--- src/rtl/maxq_table.sv ---
// Per-state maximum-Q table: tracks the largest Q-value and its action for every state,
// with write-first read forwarding and a sequenced clear sweep.
module maxq_table #(
    parameter int unsigned Q_WIDTH     = 14,
    parameter int unsigned NUM_STATES  = 7,
    parameter int unsigned NUM_ACTIONS = 4,
    parameter int unsigned SIGNED_Q    = 0,
    localparam int unsigned S_W = (NUM_STATES  > 1) ? $clog2(NUM_STATES)  : 1,
    localparam int unsigned A_W = (NUM_ACTIONS > 1) ? $clog2(NUM_ACTIONS) : 1
) (
    input  logic               CLK,
    input  logic               RST,
    input  logic               clr,
    output logic               busy,
    input  logic               upd_valid,
    input  logic [S_W-1:0]     upd_state,
    input  logic [A_W-1:0]     upd_action,
    input  logic [Q_WIDTH-1:0] upd_q,
    input  logic               rd_valid,
    input  logic [S_W-1:0]     rd_state,
    output logic               rd_out_valid,
    output logic [Q_WIDTH-1:0] rd_max_q,
    output logic [A_W-1:0]     rd_max_action,
    output logic               rd_empty
);

    localparam int unsigned SW1 = S_W + 1;
    localparam logic [S_W-1:0] LAST_PTR = S_W'(NUM_STATES - 1);

    typedef enum logic {ST_CLEAR, ST_RUN} state_t;

    state_t               state;
    logic [S_W-1:0]       ptr;
    logic [Q_WIDTH-1:0]   value_mem  [NUM_STATES];
    logic [A_W-1:0]       action_mem [NUM_STATES];
    logic [NUM_STATES-1:0] full;

    logic               run_c, upd_in_c, rd_in_c, hit_c, fwd_c;
    logic [S_W-1:0]     upd_idx_c, rd_idx_c;
    logic [Q_WIDTH-1:0] cur_v_c, post_v_c, rd_v_c;
    logic [A_W-1:0]     cur_a_c, post_a_c, rd_a_c;
    logic               cur_full_c, rd_full_c, gt_c, lt_c, wr_val_c, wr_act_c;

    // Address decode; out-of-range states are redirected to entry 0 but never act on it
    always_comb begin
        run_c     = RST && (state == ST_RUN) && !clr;
        upd_in_c  = SW1'(upd_state) < SW1'(NUM_STATES);
        rd_in_c   = SW1'(rd_state)  < SW1'(NUM_STATES);
        upd_idx_c = upd_in_c ? upd_state : '0;
        rd_idx_c  = rd_in_c  ? rd_state  : '0;
        hit_c     = run_c && upd_valid && upd_in_c;
        fwd_c     = hit_c && (upd_state == rd_state);
    end

    // Update decision: new max, first write, or the tracked argmax decreasing
    always_comb begin
        cur_v_c    = value_mem[upd_idx_c];
        cur_a_c    = action_mem[upd_idx_c];
        cur_full_c = full[upd_idx_c];
        if (SIGNED_Q != 0) begin
            gt_c = $signed(upd_q) > $signed(cur_v_c);
            lt_c = $signed(upd_q) < $signed(cur_v_c);
        end else begin
            gt_c = upd_q > cur_v_c;
            lt_c = upd_q < cur_v_c;
        end
        wr_val_c = 1'b0;
        wr_act_c = 1'b0;
        if (hit_c) begin
            if (!cur_full_c || gt_c) begin
                wr_val_c = 1'b1;
                wr_act_c = 1'b1;
            end else if ((upd_action == cur_a_c) && lt_c) begin
                wr_val_c = 1'b1;
            end
        end
        post_v_c = wr_val_c ? upd_q : cur_v_c;
        post_a_c = wr_act_c ? upd_action : cur_a_c;
    end

    // Read mux with write-first forwarding
    always_comb begin
        rd_v_c    = fwd_c ? post_v_c : value_mem[rd_idx_c];
        rd_a_c    = fwd_c ? post_a_c : action_mem[rd_idx_c];
        rd_full_c = fwd_c ? 1'b1     : full[rd_idx_c];
    end

    always_ff @(posedge CLK) begin
        if (wr_val_c) value_mem[upd_idx_c]  <= upd_q;
        if (wr_act_c) action_mem[upd_idx_c] <= upd_action;
    end

    always_ff @(posedge CLK) begin
        if (!RST) begin
            state         <= ST_CLEAR;
            ptr           <= '0;
            busy          <= 1'b1;
            rd_out_valid  <= 1'b0;
            rd_max_q      <= '0;
            rd_max_action <= '0;
            rd_empty      <= 1'b1;
        end else begin
            rd_out_valid <= 1'b0;
            case (state)
                ST_CLEAR: begin
                    if (clr) begin
                        ptr <= '0;
                    end else begin
                        full[ptr] <= 1'b0;
                        ptr       <= ptr + S_W'(1);
                        if (ptr == LAST_PTR) begin
                            state <= ST_RUN;
                            ptr   <= '0;
                            busy  <= 1'b0;
                        end
                    end
                end
                ST_RUN: begin
                    if (clr) begin
                        state <= ST_CLEAR;
                        ptr   <= '0;
                        busy  <= 1'b1;
                    end else begin
                        if (hit_c) full[upd_idx_c] <= 1'b1;
                        if (rd_valid) begin
                            rd_out_valid <= 1'b1;
                            if (rd_in_c && rd_full_c) begin
                                rd_max_q      <= rd_v_c;
                                rd_max_action <= rd_a_c;
                                rd_empty      <= 1'b0;
                            end else begin
                                rd_max_q      <= '0;
                                rd_max_action <= '0;
                                rd_empty      <= 1'b1;
                            end
                        end
                    end
                end
                default: state <= ST_CLEAR;
            endcase
        end
    end

endmodule

--- config.mk ---
export PLATFORM = sky130hd
export DESIGN_NAME = maxq_table
export DESIGN_NICKNAME = d
export VERILOG_FILES = /design/src/rtl/maxq_table.sv
export SDC_FILE = /design/constraint.sdc
export NUM_CORES = 1
export LEC_CHECK = 0
export CORE_ASPECT_RATIO = 0.9
export CORE_MARGIN = 2
export CORE_UTILIZATION = 35
export DETAILED_ROUTE_END_ITERATION = 8
export GPL_TIMING_DRIVEN = 0
export RECOVER_POWER = 25
export SETUP_SLACK_MARGIN = 0.3
export SKIP_CTS_REPAIR_TIMING = 1
export SLEW_MARGIN = 20
export SYNTH_ARGS = -nofsm -noshare
export SYNTH_HDL_FRONTEND = slang
export SYNTH_SLANG_ARGS = --single-unit
--- constraint.sdc ---
create_clock -name CLK -period 14.69 [get_ports CLK]
set_input_delay 2.938 -clock CLK [delete_from_list [all_inputs] [get_ports CLK]]
set_output_delay 2.938 -clock CLK [all_outputs]
set_load 0.01 [all_outputs]
==> flow_results.xml, run 1 <==
<?xml version="1.0" encoding="UTF-8"?>
<metrics>
  <group name="outcome">
    <metric name="status" unit="">complete, no violations</metric>
  </group>
  <group name="floorplanning">
    <metric name="core.rowCount" unit="">52</metric>
    <metric name="die_x" unit="µm">162</metric>
    <metric name="floorplan.die.height" unit="µm">146</metric>
    <metric name="coreArea" unit="mm²">0.0223</metric>
    <metric name="boundaryPins" unit="">46</metric>
    <metric name="effective_utilization_at_floorplan" unit="">0.353</metric>
    <metric name="floorplan.die_area" unit="mm²">0.0237</metric>
  </group>
  <group name="synth">
    <metric name="async_set_or_reset_register_ratio_after_synthesis" unit="">0</metric>
    <metric name="synth_sequential_area_ratio" unit="">0.513</metric>
    <metric name="synth_fp_nets" unit="">678</metric>
    <metric name="ys_ff_latch" unit="">142</metric>
    <metric name="netlist_area" unit="mm²">0.00786</metric>
    <metric name="netlist_instances" unit="">637</metric>
    <metric name="edff_count_synth" unit="">119</metric>
    <metric name="post_synth.cell_area_avg" unit="µm²">12.3</metric>
    <metric name="yosysWarnings" unit="">0</metric>
    <metric name="post_synth_num_cell_types" unit="">66</metric>
    <metric name="dominantRegCellSynth" unit="">sky130_fd_sc_hd__edfxtp_1</metric>
  </group>
  <group name="placed_design">
    <metric name="dpl.hpwl" unit="µm">17300</metric>
    <metric name="dpl_cell_area" unit="mm²">0.00877</metric>
    <metric name="buffer_ports.inserted" unit="">42</metric>
    <metric name="dpl.cell_count" unit="">983</metric>
    <metric name="place_ws" unit="ps">5880</metric>
    <metric name="gp_routability_congestion" unit="">0.927</metric>
  </group>
  <group name="sta">
    <metric name="final.setup.worst_slack" unit="ps">6060</metric>
    <metric name="clock.fmax" unit="MHz">116</metric>
    <metric name="hold_viol" unit="">0</metric>
    <metric name="final_max_slew_viol_count" unit="">0</metric>
    <metric name="maxSlewHeadroom" unit="">0.329</metric>
    <metric name="tightestPinTransition" unit="ps">998</metric>
    <metric name="worst_clock_skew" unit="ps">8.92</metric>
    <metric name="setup_repair_after_global_routing_missed_its_margin" unit="">false</metric>
    <metric name="final_period_minus_worst_setup_slack" unit="ps">8630</metric>
    <metric name="totalNegativeSetupSlack" unit="ps">0</metric>
    <metric name="post-route-period-util" unit="">0.588</metric>
    <metric name="finalSetupViolCount" unit="">0</metric>
  </group>
  <group name="route">
    <metric name="detailedRoute.firstIterationViolations" unit="">818</metric>
    <metric name="via_per_inst" unit="">6.04</metric>
    <metric name="drt_pass1_iterations" unit="">7</metric>
    <metric name="vias" unit="">6126</metric>
    <metric name="routed_wire_length_per_instance" unit="µm">24.8</metric>
    <metric name="drcViolationCount" unit="">0</metric>
    <metric name="ant_nets" unit="">0</metric>
    <metric name="finalWirelength" unit="µm">25200</metric>
  </group>
  <group name="critical_path">
    <metric name="critical_path.top_delay_family" unit="">simple AND/OR/NAND/NOR gates</metric>
    <metric name="worst-path-max-fanout" unit="">10</metric>
    <metric name="cp.arrival" unit="ps">8780</metric>
    <metric name="crit_path_frequent_cell" unit="">sky130_fd_sc_hd__buf_2</metric>
    <metric name="crit_path_end_kind" unit="">register</metric>
    <metric name="path_class" unit="">primary input to register</metric>
    <metric name="reg2reg_setup_slack" unit="ps">9800</metric>
    <metric name="worstSetupStartpointType" unit="">primary input</metric>
    <metric name="slowest_delay" unit="ps">640</metric>
    <metric name="timing.critical_path.buf_inv" unit="">7</metric>
    <metric name="timing.critical_path.slowest_stage_cell" unit="">sky130_fd_sc_hd__nor2b_1</metric>
    <metric name="worstPathRequired" unit="ps">14840</metric>
    <metric name="cp_cell_sequence" unit="">clkdlybuf4s50_1 -&gt; buf_2 -&gt; buf_2 -&gt; nor2b_1 -&gt; nand2_1 -&gt; a311oi_1 -&gt; a21oi_1 -&gt; ha_1 -&gt; nand4_1 -&gt; or3_1 -&gt; a31oi_1 -&gt; a2111oi_2 -&gt; o31ai_2 -&gt; nor2_2 -&gt; buf_6 -&gt; buf_2 -&gt; nor3_2 -&gt; buf_6 -&gt; buf_4</metric>
  </group>
  <group name="run">
    <metric name="maxCapViolations" unit="">0</metric>
  </group>
  <group name="cells_and_area">
    <metric name="multi_input_area" unit="mm²">0.00358</metric>
    <metric name="final_core_util" unit="">0.421</metric>
    <metric name="drive_gt1_frac" unit="">0.196</metric>
    <metric name="cell_count_final_fillers_out" unit="">1015</metric>
    <metric name="finish.net_count" unit="">746</metric>
    <metric name="sequential_cell_area" unit="mm²">0.00403</metric>
    <metric name="num_antenna_cells" unit="">0</metric>
    <metric name="fin_area" unit="mm²">0.00937</metric>
    <metric name="syn2layout_area_growth" unit="%">19.1</metric>
    <metric name="num-fill-cells" unit="">2102</metric>
  </group>
  <group name="hold_path">
    <metric name="worst_hold_path_type" unit="">register to register</metric>
  </group>
  <group name="pwr">
    <metric name="power_density_cells" unit="mW/mm²">105</metric>
    <metric name="seq_power_share" unit="">0.447</metric>
    <metric name="clock_power_share" unit="">0.454</metric>
    <metric name="leakage_dissipation" unit="nW">3.16</metric>
    <metric name="vdd_ir_drop_max" unit="V">0.0000637</metric>
    <metric name="power.internal" unit="mW">0.742</metric>
    <metric name="comb_power_share" unit="">0.099</metric>
    <metric name="power.switching" unit="mW">0.238</metric>
    <metric name="netSwitchingFraction" unit="">0.243</metric>
  </group>
  <group name="clock_tree">
    <metric name="tritoncts" unit="">done</metric>
    <metric name="clk_pin_slew_worst_paths" unit="ps">60</metric>
    <metric name="buffer_type_at_the_clock_tree_root" unit="">sky130_fd_sc_hd__clkbuf_16</metric>
    <metric name="htree_levels" unit="">4</metric>
    <metric name="cts.sinks" unit="">142</metric>
    <metric name="clock_tree.buffer_depth" unit="">2</metric>
    <metric name="clkLatencyLatePin" unit="ps">430</metric>
    <metric name="cts_made_buffers" unit="">17</metric>
  </group>
  <group name="global_routing">
    <metric name="vias_in_the_first_global_route" unit="">6376</metric>
    <metric name="grt_pass1_wl" unit="µm">37900</metric>
    <metric name="antenna_found_initial" unit="">0</metric>
    <metric name="grt_max_degree" unit="">17</metric>
    <metric name="groute.usage.overall" unit="">0.216</metric>
    <metric name="total_grt_overflow" unit="">0</metric>
  </group>
</metrics>
placed cells by master, fill, tap and decap left out, drive strengths merged, types with 13 or more instances in the layout:
cell and count:
clkbuf 35, mux4 24, o21ai 23, mux2 37, a21oi 26, nor2 36
ha 14, mux2i 36, dfxtp 23, buf 39, o22ai 15, clkdlybuf4s50 32
nor2b 15, o211ai 13, nand2 55, edfxtp 119
flip-flops by register name, indices dropped and copies added, names as in the netlist, 2 cells and up:
name and flops:
value_mem 98, full 7, rd_max_q 14, action_mem 14, ptr 3, rd_max_action 2
worst paths after layout:
check,from,to,cells past startpoint
max,upd_state[2],value_mem[6][8],19
max reg2reg,value_mem[0][2],value_mem[6][8],15
min reg2reg,busy,busy,2
min,busy,busy,2
power groups by stage:
| stage | registers [mW] | clock network, mW | logic (mW) |
|---|---|---|---|
| floorplan | 0.446 | 0 | 0.0599 |
| global placement | 0.447 | 0 | 0.0935 |
| detailed placement | 0.447 | 0 | 0.0954 |
| CTS | 0.438 | 0.447 | 0.0960 |
| global route | 0.438 | 0.462 | 0.104 |
| finish | 0.438 | 0.445 | 0.0973 |
Yosys cell counts (10+ instances only):
cell type                  instances  share of area
sky130_fd_sc_hd__o22ai_1          15          0.012
sky130_fd_sc_hd__nand2_1          53          0.025
sky130_fd_sc_hd__mux4_2           24          0.069
sky130_fd_sc_hd__o21ai_0          22          0.014
sky130_fd_sc_hd__buf_2            18          0.011
sky130_fd_sc_hd__dfxtp_1          23          0.059
sky130_fd_sc_hd__nor2_1           35          0.017
sky130_fd_sc_hd__nor2b_1          15          0.012
sky130_fd_sc_hd__edfxtp_1        119           0.45
sky130_fd_sc_hd__a21oi_1          25          0.016
sky130_fd_sc_hd__o211ai_1         13          0.012
sky130_fd_sc_hd__clkbuf_1         17         0.0081
sky130_fd_sc_hd__mux2_2           35          0.050
sky130_fd_sc_hd__ha_1             14          0.022
sky130_fd_sc_hd__a22oi_1          10         0.0095
sky130_fd_sc_hd__mux2i_1          36          0.046
metal layers:
metal | wire length (µm) | vias to the layer above | global-route usage
met3 | 2190 | 74 | 0.0440
met1 | 10400 | 3032 | 0.286
met5 | 0 | - | 0
li1 | - | 2665 | -
met4 | 739 | 0 | 0.0872
met2 | 11900 | 355 | 0.346
layout make-up:
type | instances | area share
inverter | 8 | 0.00321
clock inverter | 14 | 0.0180
tap | 297 | 0.0397
multi-input combinational | 438 | 0.382
buffer | 49 | 0.0269
timing repair buffer | 49 | 0.0533
clock buffer | 18 | 0.0458
sequential | 142 | 0.431
through the flow:
step                      hold WS (ps)  power [mW]
after floorplan                    503       0.506
after global placement             507       0.540
after detailed placement           519       0.542
after CTS                          539       0.981
after global routing               561        1.00
final                              528       0.980
worst reg2reg max path, stage by stage, from the launching register on:
cell                        delay [ps]
sky130_fd_sc_hd__edfxtp_1          430
sky130_fd_sc_hd__mux2_2            280
sky130_fd_sc_hd__mux4_2            470
sky130_fd_sc_hd__mux2i_1           250
sky130_fd_sc_hd__ha_1              290
sky130_fd_sc_hd__nand4_1           110
sky130_fd_sc_hd__o21bai_1          120
sky130_fd_sc_hd__a211oi_1          100
sky130_fd_sc_hd__a2111oi_2         590
sky130_fd_sc_hd__and4b_1           360
sky130_fd_sc_hd__nor2_2            100
sky130_fd_sc_hd__buf_6             180
sky130_fd_sc_hd__buf_2             240
sky130_fd_sc_hd__nor3_2            650
sky130_fd_sc_hd__buf_6             250
sky130_fd_sc_hd__buf_4             170
cells by family (layout without fill, tap and decap cells):
group,count (synthesis),in the layout,share of synthesized area
AOI/OAI and AO/OA,162,162,0.152
xor gates and xnor gates,6,6,0.00668
adders and majority gates,14,14,0.0223
buffers and inverters,57,138,0.0358
DFF,142,142,0.513
muxes,97,97,0.168
and+or+nand+nor,159,159,0.101
Note: power is estimated with default switching activity, not from simulation.
==> inputs of run 2 (changes only) <==
==> constraint.sdc (replaced) <==
create_clock -name CLK -period 9.05 [get_ports CLK]
set_input_delay 1.81 -clock CLK [delete_from_list [all_inputs] [get_ports CLK]]
set_output_delay 1.81 -clock CLK [all_outputs]
set_load 0.01 [all_outputs]
==> results of run 2 <==
Same layout as run 1 (identical final DEF). Status: complete, no violations.
Main changes from that run: setup slack after placement 5880 ps -> 1370 ps; setup slack after layout 6060 ps -> 1540 ps; register-to-register setup slack 9800 ps -> 4160 ps; total power 0.980 mW -> 1.59 mW; worst IR drop on VDD 0.0000637 V -> 0.000103 V
==> inputs of run 3 (changes only) <==
==> constraint.sdc (replaced) <==
create_clock -name CLK -period 7.4 [get_ports CLK]
set_input_delay 1.48 -clock CLK [delete_from_list [all_inputs] [get_ports CLK]]
set_output_delay 1.48 -clock CLK [all_outputs]
set_load 0.01 [all_outputs]
==> run 3 against run 2 <==
Die area unchanged. Utilization about the same. First-iteration DRC count is 8.2% higher. Critical path type unchanged. Largest power group unchanged.
==> flow_results.xml, run 3 (synthesis gave the netlist of run 1 again) <==
<?xml version="1.0" encoding="UTF-8"?>
<metrics>
  <group name="pwr">
    <metric name="leakage_dissipation" unit="nW">3.17</metric>
    <metric name="total_power" unit="mW">1.95</metric>
    <metric name="power_density_cells" unit="mW/mm²">208</metric>
    <metric name="vdd_ir_drop_max" unit="V">0.000127</metric>
  </group>
  <group name="cells_and_area">
    <metric name="num_antenna_cells" unit="">0</metric>
    <metric name="final_common_cell" unit="">sky130_fd_sc_hd__edfxtp_1</metric>
    <metric name="drive_gt1_frac" unit="">0.196</metric>
    <metric name="number_of_flip_flops_in_the_largest_register" unit="">98</metric>
    <metric name="fin_area" unit="mm²">0.00937</metric>
    <metric name="finish.net_count" unit="">746</metric>
    <metric name="cell_count_final_fillers_out" unit="">1015</metric>
    <metric name="syn2layout_area_growth" unit="%">19.2</metric>
    <metric name="mostFrequentLayoutCells" unit="">sky130_fd_sc_hd__edfxtp_1 (119), sky130_fd_sc_hd__nand2_1 (53), sky130_fd_sc_hd__mux2i_1 (36), sky130_fd_sc_hd__mux2_2 (35), sky130_fd_sc_hd__clkdlybuf4s50_1 (32)</metric>
    <metric name="largestRegisters" unit="">value_mem (98), action_mem (14), rd_max_q (14)</metric>
    <metric name="top_register" unit="">value_mem</metric>
    <metric name="final_core_util" unit="">0.421</metric>
  </group>
  <group name="sta">
    <metric name="final.setup.worst_slack" unit="ps">450</metric>
    <metric name="final_max_slew_viol_count" unit="">0</metric>
    <metric name="setup_repair_after_global_routing_missed_its_margin" unit="">false</metric>
    <metric name="finalSetupViolCount" unit="">0</metric>
    <metric name="maxSlewHeadroom" unit="">0.337</metric>
    <metric name="clock.fmax" unit="MHz">144</metric>
    <metric name="tightestPinTransition" unit="ps">991</metric>
    <metric name="post-route-period-util" unit="">0.939</metric>
    <metric name="hold_viol" unit="">0</metric>
    <metric name="worst_clock_skew" unit="ps">8.08</metric>
    <metric name="final_period_minus_worst_setup_slack" unit="ps">6950</metric>
  </group>
  <group name="critical_path">
    <metric name="crit_path_frequent_cell" unit="">sky130_fd_sc_hd__buf_2</metric>
    <metric name="endpoint" unit="">value_mem[6][8]</metric>
    <metric name="cp.depth" unit="">19</metric>
    <metric name="worstPathRequired" unit="ps">7550</metric>
    <metric name="worstSetupStartpointType" unit="">primary input</metric>
    <metric name="critical_path_source" unit="">upd_state[2]</metric>
    <metric name="reg2reg_setup_slack" unit="ps">2730</metric>
    <metric name="cp_cell_sequence" unit="">clkdlybuf4s50_1 -&gt; buf_2 -&gt; buf_2 -&gt; nor2b_1 -&gt; nand2_1 -&gt; a311oi_1 -&gt; a21oi_1 -&gt; ha_1 -&gt; nand4_1 -&gt; or3_1 -&gt; a31oi_1 -&gt; a2111oi_2 -&gt; o31ai_2 -&gt; nor2_2 -&gt; buf_6 -&gt; buf_2 -&gt; nor3_4 -&gt; buf_6 -&gt; buf_4</metric>
    <metric name="path_class" unit="">primary input to register</metric>
    <metric name="cp.arrival" unit="ps">7100</metric>
    <metric name="timing.critical_path.slowest_stage_cell" unit="">sky130_fd_sc_hd__clkdlybuf4s50_1</metric>
    <metric name="worst-path-max-fanout" unit="">10</metric>
    <metric name="reg2regPathDepth" unit="">15</metric>
    <metric name="r2r-start" unit="">value_mem[0][3]</metric>
    <metric name="r2r-end" unit="">value_mem[6][8]</metric>
    <metric name="critical_path.top_delay_family" unit="">buffers and inverters</metric>
    <metric name="timing.critical_path.buf_inv" unit="">7</metric>
    <metric name="slowest_delay" unit="ps">630</metric>
    <metric name="crit_path_end_kind" unit="">register</metric>
  </group>
  <group name="clock_tree">
    <metric name="tritoncts" unit="">done</metric>
    <metric name="buffer_type_at_the_clock_tree_root" unit="">sky130_fd_sc_hd__clkbuf_16</metric>
    <metric name="cts_made_buffers" unit="">17</metric>
    <metric name="clkLatencyLatePin" unit="ps">430</metric>
    <metric name="htree_levels" unit="">4</metric>
    <metric name="clk_pin_slew_worst_paths" unit="ps">60</metric>
    <metric name="cts.sinks" unit="">142</metric>
    <metric name="clock_tree.buffer_depth" unit="">2</metric>
  </group>
  <group name="outcome">
    <metric name="status" unit="">complete, no violations</metric>
  </group>
  <group name="global_routing">
    <metric name="grt_pass1_wl" unit="µm">37900</metric>
    <metric name="total_grt_overflow" unit="">0</metric>
    <metric name="groute.usage.overall" unit="">0.216</metric>
    <metric name="grt_max_degree" unit="">17</metric>
    <metric name="vias_in_the_first_global_route" unit="">6376</metric>
    <metric name="antenna_found_initial" unit="">0</metric>
  </group>
  <group name="placed_design">
    <metric name="dpl_cell_area" unit="mm²">0.00877</metric>
    <metric name="dpl.cell_count" unit="">983</metric>
    <metric name="buffer_ports.inserted" unit="">42</metric>
    <metric name="gp_routability_congestion" unit="">0.927</metric>
    <metric name="place_ws" unit="ps">49.6</metric>
    <metric name="dpl.hpwl" unit="µm">17300</metric>
  </group>
  <group name="hold_path">
    <metric name="worst_hold_path_type" unit="">register to register</metric>
  </group>
  <group name="floorplanning">
    <metric name="coreArea" unit="mm²">0.0223</metric>
    <metric name="effective_utilization_at_floorplan" unit="">0.353</metric>
    <metric name="floorplan.die_area" unit="mm²">0.0237</metric>
    <metric name="core.rowCount" unit="">52</metric>
    <metric name="boundaryPins" unit="">46</metric>
    <metric name="die_x" unit="µm">162</metric>
    <metric name="floorplan.die.height" unit="µm">146</metric>
  </group>
  <group name="route">
    <metric name="drt_pass1_iterations" unit="">6</metric>
    <metric name="detailedRoute.firstIterationViolations" unit="">885</metric>
    <metric name="ant_nets" unit="">0</metric>
    <metric name="vias" unit="">6199</metric>
    <metric name="via_per_inst" unit="">6.11</metric>
    <metric name="drcViolationCount" unit="">0</metric>
    <metric name="finalWirelength" unit="µm">25400</metric>
    <metric name="routed_wire_length_per_instance" unit="µm">25.0</metric>
  </group>
  <group name="run">
    <metric name="maxCapViolations" unit="">0</metric>
  </group>
</metrics>
-- run 3: area by class of cell --
| type | count | area, µm² |
|---|---|---|
| Buffer | 49 | 251 |
| Clock buffer | 18 | 429 |
| Clock inverter | 14 | 169 |
| Fill cell | 2103 | 12900 |
| Inverter | 8 | 30.0 |
| Multi-Input combinational cell | 438 | 3590 |
| Sequential cell | 142 | 4030 |
| Tap cell | 297 | 372 |
| Timing Repair Buffer | 49 | 499 |
-- run 3: worst register-to-register path, stage by stage (launching register included) --
cell and delay [ps]:
sky130_fd_sc_hd__edfxtp_1 420, sky130_fd_sc_hd__mux2_2 280, sky130_fd_sc_hd__mux4_2 470, sky130_fd_sc_hd__mux2i_1 240, sky130_fd_sc_hd__ha_1 300, sky130_fd_sc_hd__a21oi_1 140, sky130_fd_sc_hd__or3_1 140, sky130_fd_sc_hd__a31oi_1 110
sky130_fd_sc_hd__a2111oi_2 550, sky130_fd_sc_hd__and4b_1 350, sky130_fd_sc_hd__nor2_2 100, sky130_fd_sc_hd__buf_6 180, sky130_fd_sc_hd__buf_2 250, sky130_fd_sc_hd__nor3_4 440, sky130_fd_sc_hd__buf_6 230, sky130_fd_sc_hd__buf_4 170
-- run 3: report_power, final --
group          leakage [nW]  total [mW]  switching [mW]  internal [mW]
clock                 0.280       0.883           0.354          0.529
combinational          1.63       0.194           0.118         0.0766
sequential             1.26       0.870         0.00217          0.868
total                  3.17        1.95           0.474           1.47
-- run 3: metrics by stage --
step                setup TNS [ps]  hold slack [ps]
floorplan                        0              503
global placement            -64590              507
detailed placement               0              519
CTS                              0              539
global route                     0              561
finish                           0              528
-- run 3: routing by layer --
metal	track usage	routed length, µm
met3	0.0440	2430
met4	0.0872	818
met5	0	0
met2	0.346	11900
met1	0.286	10200
-- run 3: how the worst min path moves through the flow --
stage	from	endpoint	depth (start not counted)
6_report	busy	busy	2
3_3_place_gp	busy	busy	2
4_1_cts	rd_empty	rd_empty	2
3_5_place_dp	rd_max_action[1]	rd_max_action[1]	2
2_1_floorplan	rd_max_action[1]	rd_max_action[1]	2
5_1_grt	rd_max_q[3]	rd_max_q[3]	2
